File: config.mk
export PLATFORM = sky130hd
export DESIGN_NAME = addr_xlate_slice
export DESIGN_NICKNAME = d
export VERILOG_FILES = /design/src/rtl/addr_xlate_slice.sv
export SDC_FILE = /design/constraint.sdc
export NUM_CORES = 1
export LEC_CHECK = 0
export CAP_MARGIN = 20
export CORE_UTILIZATION = 25
export CTS_CLUSTER_DIAMETER = 200
export DETAILED_ROUTE_END_ITERATION = 8
export GPL_TIMING_DRIVEN = 0
export PLACE_DENSITY = 0.55
export SETUP_SLACK_MARGIN = 0.5
export SLEW_MARGIN = 25
export SYNTH_ARGS = -nofsm -noshare
export SYNTH_HDL_FRONTEND = slang
export SYNTH_SLANG_ARGS = --single-unit
export TNS_END_PERCENT = 1
File: constraint.sdc
create_clock -name clk -period 2 [get_ports clk]
set_clock_uncertainty 0.05 [all_clocks]
set_input_delay 0.3 -clock clk [delete_from_list [all_inputs] [get_ports clk]]
set_output_delay 0.3 -clock clk [all_outputs]
set_load 0.05 [all_outputs]
File: src/rtl/addr_xlate_slice.sv
// -----------------------------------------------------------------------------
// addr_xlate_slice
//
// Translates a bus-bridge address into a system-bus address and flags offsets
// that fall outside the selected slave's memory. The translated beat is held in
// a two-entry elastic buffer (output register plus one skid register). Because
// of the skid register, bb_ready comes from a flop and has no combinational path
// from bus_ready.
//
// Address mapping:
//   sel      = bb_addr[BB_ADDR_WIDTH-1 -: SLAVE_SEL_WIDTH]
//   off      = bb_addr[BB_ADDR_WIDTH-SLAVE_SEL_WIDTH-1:0]
//   bus_addr = {0..., sel, off zero-extended to BUS_MEM_ADDR_WIDTH}
//   bus_err  = (off >= SLAVE_MEM_DEPTH); the beat is still forwarded.
//
// Ports:
//   clk        in   sole clock, rising edge
//   rst        in   synchronous active-high reset
//   bb_addr    in   upstream address
//   bb_valid   in   upstream beat valid
//   bb_ready   out  upstream ready (registered)
//   bus_addr   out  translated address
//   bus_err    out  offset out of range for the selected slave
//   bus_valid  out  downstream beat valid
//   bus_ready  in   downstream ready
//   stats_clr  in   clear both statistics counters      (ADDR_XLATE_STATS_EN)
//   xlate_cnt  out  saturating count of downstream beats (ADDR_XLATE_STATS_EN)
//   err_cnt    out  saturating count of beats with error (ADDR_XLATE_STATS_EN)
//
// Optional feature macro: ADDR_XLATE_STATS_EN adds the statistics counters.
// -----------------------------------------------------------------------------
module addr_xlate_slice #(
  parameter int BB_ADDR_WIDTH      = 12,
  parameter int BUS_ADDR_WIDTH     = 16,
  parameter int BUS_MEM_ADDR_WIDTH = 12,
  parameter int SLAVE_SEL_WIDTH    = 1,
  parameter int SLAVE_MEM_DEPTH    = 2**(BB_ADDR_WIDTH-SLAVE_SEL_WIDTH)
) (
  input  logic                      clk,
  input  logic                      rst,
  input  logic [BB_ADDR_WIDTH-1:0]  bb_addr,
  input  logic                      bb_valid,
  output logic                      bb_ready,
  output logic [BUS_ADDR_WIDTH-1:0] bus_addr,
  output logic                      bus_err,
  output logic                      bus_valid,
  input  logic                      bus_ready
`ifdef ADDR_XLATE_STATS_EN
  ,
  input  logic                      stats_clr,
  output logic [15:0]               xlate_cnt,
  output logic [15:0]               err_cnt
`endif
);

  localparam int OFF_W = BB_ADDR_WIDTH - SLAVE_SEL_WIDTH;
  // One extra bit so a depth equal to 2**OFF_W still compares correctly.
  localparam logic [32:0] DEPTH_W = 33'(SLAVE_MEM_DEPTH);

  // Configurations that would drop offset or select bits are rejected.
  if ((OFF_W > BUS_MEM_ADDR_WIDTH) ||
      ((BUS_MEM_ADDR_WIDTH + SLAVE_SEL_WIDTH) > BUS_ADDR_WIDTH)) begin : g_bad_cfg
    $error("addr_xlate_slice: address fields do not fit the bus address");
  end

  typedef struct packed {
    logic                      err;
    logic [BUS_ADDR_WIDTH-1:0] addr;
  } beat_t;

  typedef enum logic [1:0] {
    S_EMPTY = 2'd0,
    S_ONE   = 2'd1,
    S_FULL  = 2'd2
  } state_t;

  // Address translation and range check, applied before anything is stored.
  function automatic beat_t xlate(input logic [BB_ADDR_WIDTH-1:0] a);
    beat_t                      b;
    logic [SLAVE_SEL_WIDTH-1:0] sel;
    logic [OFF_W-1:0]           off;
    sel                                      = a[BB_ADDR_WIDTH-1 -: SLAVE_SEL_WIDTH];
    off                                      = a[OFF_W-1:0];
    b.addr                                   = '0;
    b.addr[OFF_W-1:0]                        = off;
    b.addr[BUS_MEM_ADDR_WIDTH +: SLAVE_SEL_WIDTH] = sel;
    b.err                                    = (33'(off) >= DEPTH_W);
    return b;
  endfunction

  state_t state_q, state_d;
  beat_t  out_q, out_d;
  beat_t  skid_q, skid_d;
  logic   bus_valid_q, bus_valid_d;
  logic   bb_ready_q, bb_ready_d;
  beat_t  in_beat;
  logic   up_xfer;
  logic   dn_xfer;

  assign in_beat = xlate(bb_addr);
  assign up_xfer = bb_valid && bb_ready_q;
  assign dn_xfer = bus_valid_q && bus_ready;

  // Next-state and datapath steering for the two-entry buffer.
  always_comb begin
    state_d = state_q;
    out_d   = out_q;
    skid_d  = skid_q;
    case (state_q)
      S_EMPTY: begin
        if (up_xfer) begin
          out_d   = in_beat;
          state_d = S_ONE;
        end else begin
          state_d = S_EMPTY;
        end
      end
      S_ONE: begin
        if (up_xfer && dn_xfer) begin
          // Output drains while a new beat arrives: new beat goes straight out.
          out_d   = in_beat;
          state_d = S_ONE;
        end else if (up_xfer) begin
          skid_d  = in_beat;
          state_d = S_FULL;
        end else if (dn_xfer) begin
          state_d = S_EMPTY;
        end else begin
          state_d = S_ONE;
        end
      end
      S_FULL: begin
        // bb_ready is low here, so only the downstream side can move.
        if (dn_xfer) begin
          out_d   = skid_q;
          state_d = S_ONE;
        end else begin
          state_d = S_FULL;
        end
      end
      default: begin
        state_d = S_EMPTY;
      end
    endcase
    bus_valid_d = (state_d != S_EMPTY);
    bb_ready_d  = (state_d != S_FULL);
  end

  // Buffer state, held beats and registered handshake outputs.
  always_ff @(posedge clk) begin
    if (rst) begin
      state_q     <= S_EMPTY;
      out_q       <= '0;
      skid_q      <= '0;
      bus_valid_q <= 1'b0;
      bb_ready_q  <= 1'b1;
    end else begin
      state_q     <= state_d;
      out_q       <= out_d;
      skid_q      <= skid_d;
      bus_valid_q <= bus_valid_d;
      bb_ready_q  <= bb_ready_d;
    end
  end

  assign bus_addr  = out_q.addr;
  assign bus_err   = out_q.err;
  assign bus_valid = bus_valid_q;
  assign bb_ready  = bb_ready_q;

`ifdef ADDR_XLATE_STATS_EN
  logic [15:0] xlate_cnt_q, xlate_cnt_d;
  logic [15:0] err_cnt_q, err_cnt_d;

  // Saturating statistics; a clear beats a same-cycle increment.
  always_comb begin
    xlate_cnt_d = xlate_cnt_q;
    err_cnt_d   = err_cnt_q;
    if (stats_clr) begin
      xlate_cnt_d = 16'h0000;
      err_cnt_d   = 16'h0000;
    end else if (dn_xfer) begin
      if (xlate_cnt_q != 16'hFFFF) begin
        xlate_cnt_d = xlate_cnt_q + 16'h0001;
      end else begin
        xlate_cnt_d = xlate_cnt_q;
      end
      if (out_q.err && (err_cnt_q != 16'hFFFF)) begin
        err_cnt_d = err_cnt_q + 16'h0001;
      end else begin
        err_cnt_d = err_cnt_q;
      end
    end else begin
      xlate_cnt_d = xlate_cnt_q;
      err_cnt_d   = err_cnt_q;
    end
  end

  // Statistics registers.
  always_ff @(posedge clk) begin
    if (rst) begin
      xlate_cnt_q <= 16'h0000;
      err_cnt_q   <= 16'h0000;
    end else begin
      xlate_cnt_q <= xlate_cnt_d;
      err_cnt_q   <= err_cnt_d;
    end
  end

  assign xlate_cnt = xlate_cnt_q;
  assign err_cnt   = err_cnt_q;
`endif

endmodule

==> impl_metrics.py <==
metrics = {
    "status": {
        "status": "finished clean",
    },
    "drt": {
        "routed_via_density": 4.71,
        "remaining_drc_errors": 0,
        "wl_per_cell_um": 14.3,
        "firstDrtPassIters": 4,
        "wl_mm": 3.53,
        "drtAntennaViolNets": 0,
        "drtIter0Drc": 58,
        "num_vias": 1169,
    },
    "critical_path": {
        "reg2reg_to": "skid_q[5]$_SDFFE_PP0P_",
        "crit_fanout": 2,
        "critical_path.cell_chain": "dlygate4sd2_1",
        "start_kind": "flop",
        "endpoint_kind": "primary output",
        "crit_type": "reg -> out",
        "rrSetupSlack_ns": 0.53,
        "crit_arrival_ns": 1.17,
        "max_stage_delay_ns": 0.53,
        "slowest_stage": "dlygate4sd2_1",
        "crit_buf_inv": 1,
        "required_ns": 1.65,
        "rr_startpoint": "state_q[0]$_SDFF_PP0_",
        "cp_top_family": "buffers and inverters",
        "r2r_cells": 4,
    },
    "timing": {
        "slew_headroom_pct": 62.4,
        "fmax_mhz": 657,
        "finalSetupViolations": 0,
        "finalHoldViolations": 0,
        "slew_viol_final": 0,
        "min_period_ns": 1.52,
        "tns_ns": 0,
        "rsz0062_at_grt": "yes",
        "period_share_pct": 76.2,
        "worst_slew_pin_slew_ns": 0.564,
    },
    "finish": {
        "drive_gt1_share_pct": 26.1,
        "stdcell_area_mm2": 0.00187,
        "layout.nets": 193,
        "num_antenna_cells": 0,
        "n_fill_cell": 602,
        "area_delta_synth_final_pct": 29.8,
    },
    "pwr": {
        "power.switching_uw": 603,
        "combPwrFrac_pct": 36.7,
        "p_leak_uw": 0.000764,
        "ir_drop_mv": 0.467,
        "p_clk_share_pct": 22.7,
        "pwr-share-seq_pct": 40.6,
        "switching_share_pct": 37.2,
        "powerDensity_mw_per_mm2": 865,
        "p_int_uw": 1020,
    },
    "yosys": {
        "ys_warn_count": 0,
        "synth_area_mm2": 0.00144,
        "synthDistinctLibCells": 29,
        "netlist_instances": 140,
        "avgSynthCellArea_um2": 10.3,
        "yosys_register_bits": 28,
        "yosysSeqAreaShare_pct": 38.8,
    },
    "min_path": {
        "whs_endpoint": "skid_q[3]$_SDFFE_PP0P_",
        "hold_path.class": "reg -> reg",
        "min_from": "skid_q[3]$_SDFFE_PP0P_",
        "hold_path_depth": 2,
    },
    "placement": {
        "place_hpwl_mm": 2.40,
        "place_congestion": 0.721,
        "numPortBuffers": 28,
        "postPlaceCellArea_mm2": 0.00183,
    },
    "die": {
        "die_area_mm2": 0.00608,
        "start_util_pct": 26.1,
        "coreArea_mm2": 0.00554,
        "die_x_um": 78.0,
        "row_count": 27,
        "fp.dieH_um": 78.0,
        "ios": 35,
    },
    "clocking": {
        "cts_tree": "done",
        "clkSinkCount": 28,
        "clk_pin_slew_ns": 0.10,
        "holdBufCountCts": 0,
        "numCtsBuffers": 3,
        "clockRootBuffer": "clkbuf_8",
        "htree_levels": 1,
        "postCtsSetupRepairBufs": 0,
        "clock_latency_ns": 0.28,
        "cts_buffer_depth": 2,
    },
    "grt": {
        "grt_pass1_vias": 1120,
        "grt_use_total_pct": 12.2,
        "antenna_found_initial": 0,
        "grt_pass1_wl_mm": 5.77,
        "overflow": 0,
        "grt_max_degree": 16,
    },
    "job": {
        "maxCapViolations": 0,
    },
}
-- power groups by stage --
stage | Sequential (µW) | Combinational [µW] | Clock (µW)
after floorplan | 802 | 312 | 0
after global placement | 672 | 619 | 0
after detailed placement | 671 | 621 | 0
after CTS | 657 | 597 | 376
after global routing | 666 | 635 | 399
final | 658 | 594 | 368
-- flip-flops by register name (all words and copies together) (netlist names) --
register,cells
bb_ready,1
bus_valid,1
state_q,2
skid_q,12
bus_addr,12
-- cells by family after synthesis --
| kind of cell | count (synthesis) | synth area share, % |
|---|---|---|
| buffers and inverters | 20 | 11.1 |
| DFF | 28 | 38.8 |
| and+or+nand+nor | 23 | 9.10 |
| muxes | 12 | 8.32 |
| AOI/OAI and AO/OA | 56 | 32.4 |
| other | 1 | 0.260 |
-- per-layer routing --
metal / track usage (%) / share of wire, %
met2: 19.6 / 46
met3: 3.06 / 3.0
met4: 2.22 / 0.51
met5: 0 / 0
met1: 16.7 / 51
-- final cells by class --
type	instances	area, µm²	share of cell area, %
sequential	28	562	30.0
tap	72	90.1	4.81
clock buffer	4	55.1	2.94
buffer	20	161	8.61
timing repair buffer	28	268	14.3
multi-input combinational	96	738	39.4
-- cell usage in the layout (no fill, tap or decap), types with 4 or more instances in the layout --
cell             count
o21ai_1              6
a211oi_1             6
o21ai_0              7
buf_4                7
clkdlybuf4s15_1      5
a211oi_2            18
nand2_1              4
dlygate4sd2_1        7
buf_6                5
a21oi_1             13
mux2i_1             12
conb_1               5
clkdlybuf4s50_1     14
dfxtp_1             27
clkbuf_8             4
nand3_1             12
-- cell usage after synthesis --
master	number	area share, %
dfxtp_1	28	39
a211oi_2	18	16
a21oi_1	13	4.5
mux2i_1	12	8.3
nand3_1	12	4.2
o21ai_0	8	2.8
buf_4	7	3.6
a211oi_1	6	3.1
buf_6	5	3.9
o21ai_1	5	1.7
nand2_1	4	1.0
buf_2	3	1.0
clkbuf_1	3	0.78
a21bo_2	1	0.69
a21boi_4	1	1.3
a21o_1	1	0.52
a221o_1	1	0.69
a221oi_1	1	0.61
and3b_1	1	0.61
and4b_1	1	0.69
buf_12	1	1.4
clkbuf_2	1	0.35
conb_1	1	0.26
nand2b_1	1	0.43
nand3b_1	1	0.52
nand4_1	1	0.43
nor3b_1	1	0.52
nor4bb_1	1	0.69
o22ai_2	1	0.87
-- worst max path at each step --
stage          cells past startpoint  slack [ns]                     end                      start
2_1_floorplan                      4        0.45     bb_ready$_SDFF_PP1_        bb_ready$_SDFF_PP1_
3_3_place_gp                       5        0.20  skid_q[5]$_SDFFE_PP0P_                   bb_valid
3_5_place_dp                       5        0.19  skid_q[5]$_SDFFE_PP0P_                  bus_ready
4_1_cts                            1        0.44               bus_valid       bus_valid$_SDFF_PP0_
5_1_grt                            1        0.43            bus_addr[12]  bus_addr[12]$_SDFFE_PP0P_
6_report                           1        0.48             bus_addr[0]   bus_addr[0]$_SDFFE_PP0P_
-- metrics by stage --
step | instances | setup slack [ns] | power [µW] | hold slack [ns] | util [%]
6_report | 248 | 0.477 | 1620 | 0.435 | 33.8
5_1_grt | 248 | 0.429 | 1700 | 0.458 | 33.8
4_1_cts | 248 | 0.443 | 1630 | 0.435 | 33.8
3_5_place_dp | 244 | 0.189 | 1290 | 0.421 | 33.0
3_3_place_gp | 244 | 0.196 | 1290 | 0.412 | 33.0
2_1_floorplan | 144 | 0.446 | 1110 | 0.398 | -
-- timing repair --
item / 4_1_cts / 5_1_grt
pin swaps: 0 / 0
setup endpoints to repair: 22 / 33
gates resized for setup: 17 / 9
cloned: 0 / 0
No activity file was read; power rests on OpenSTA's default activity.
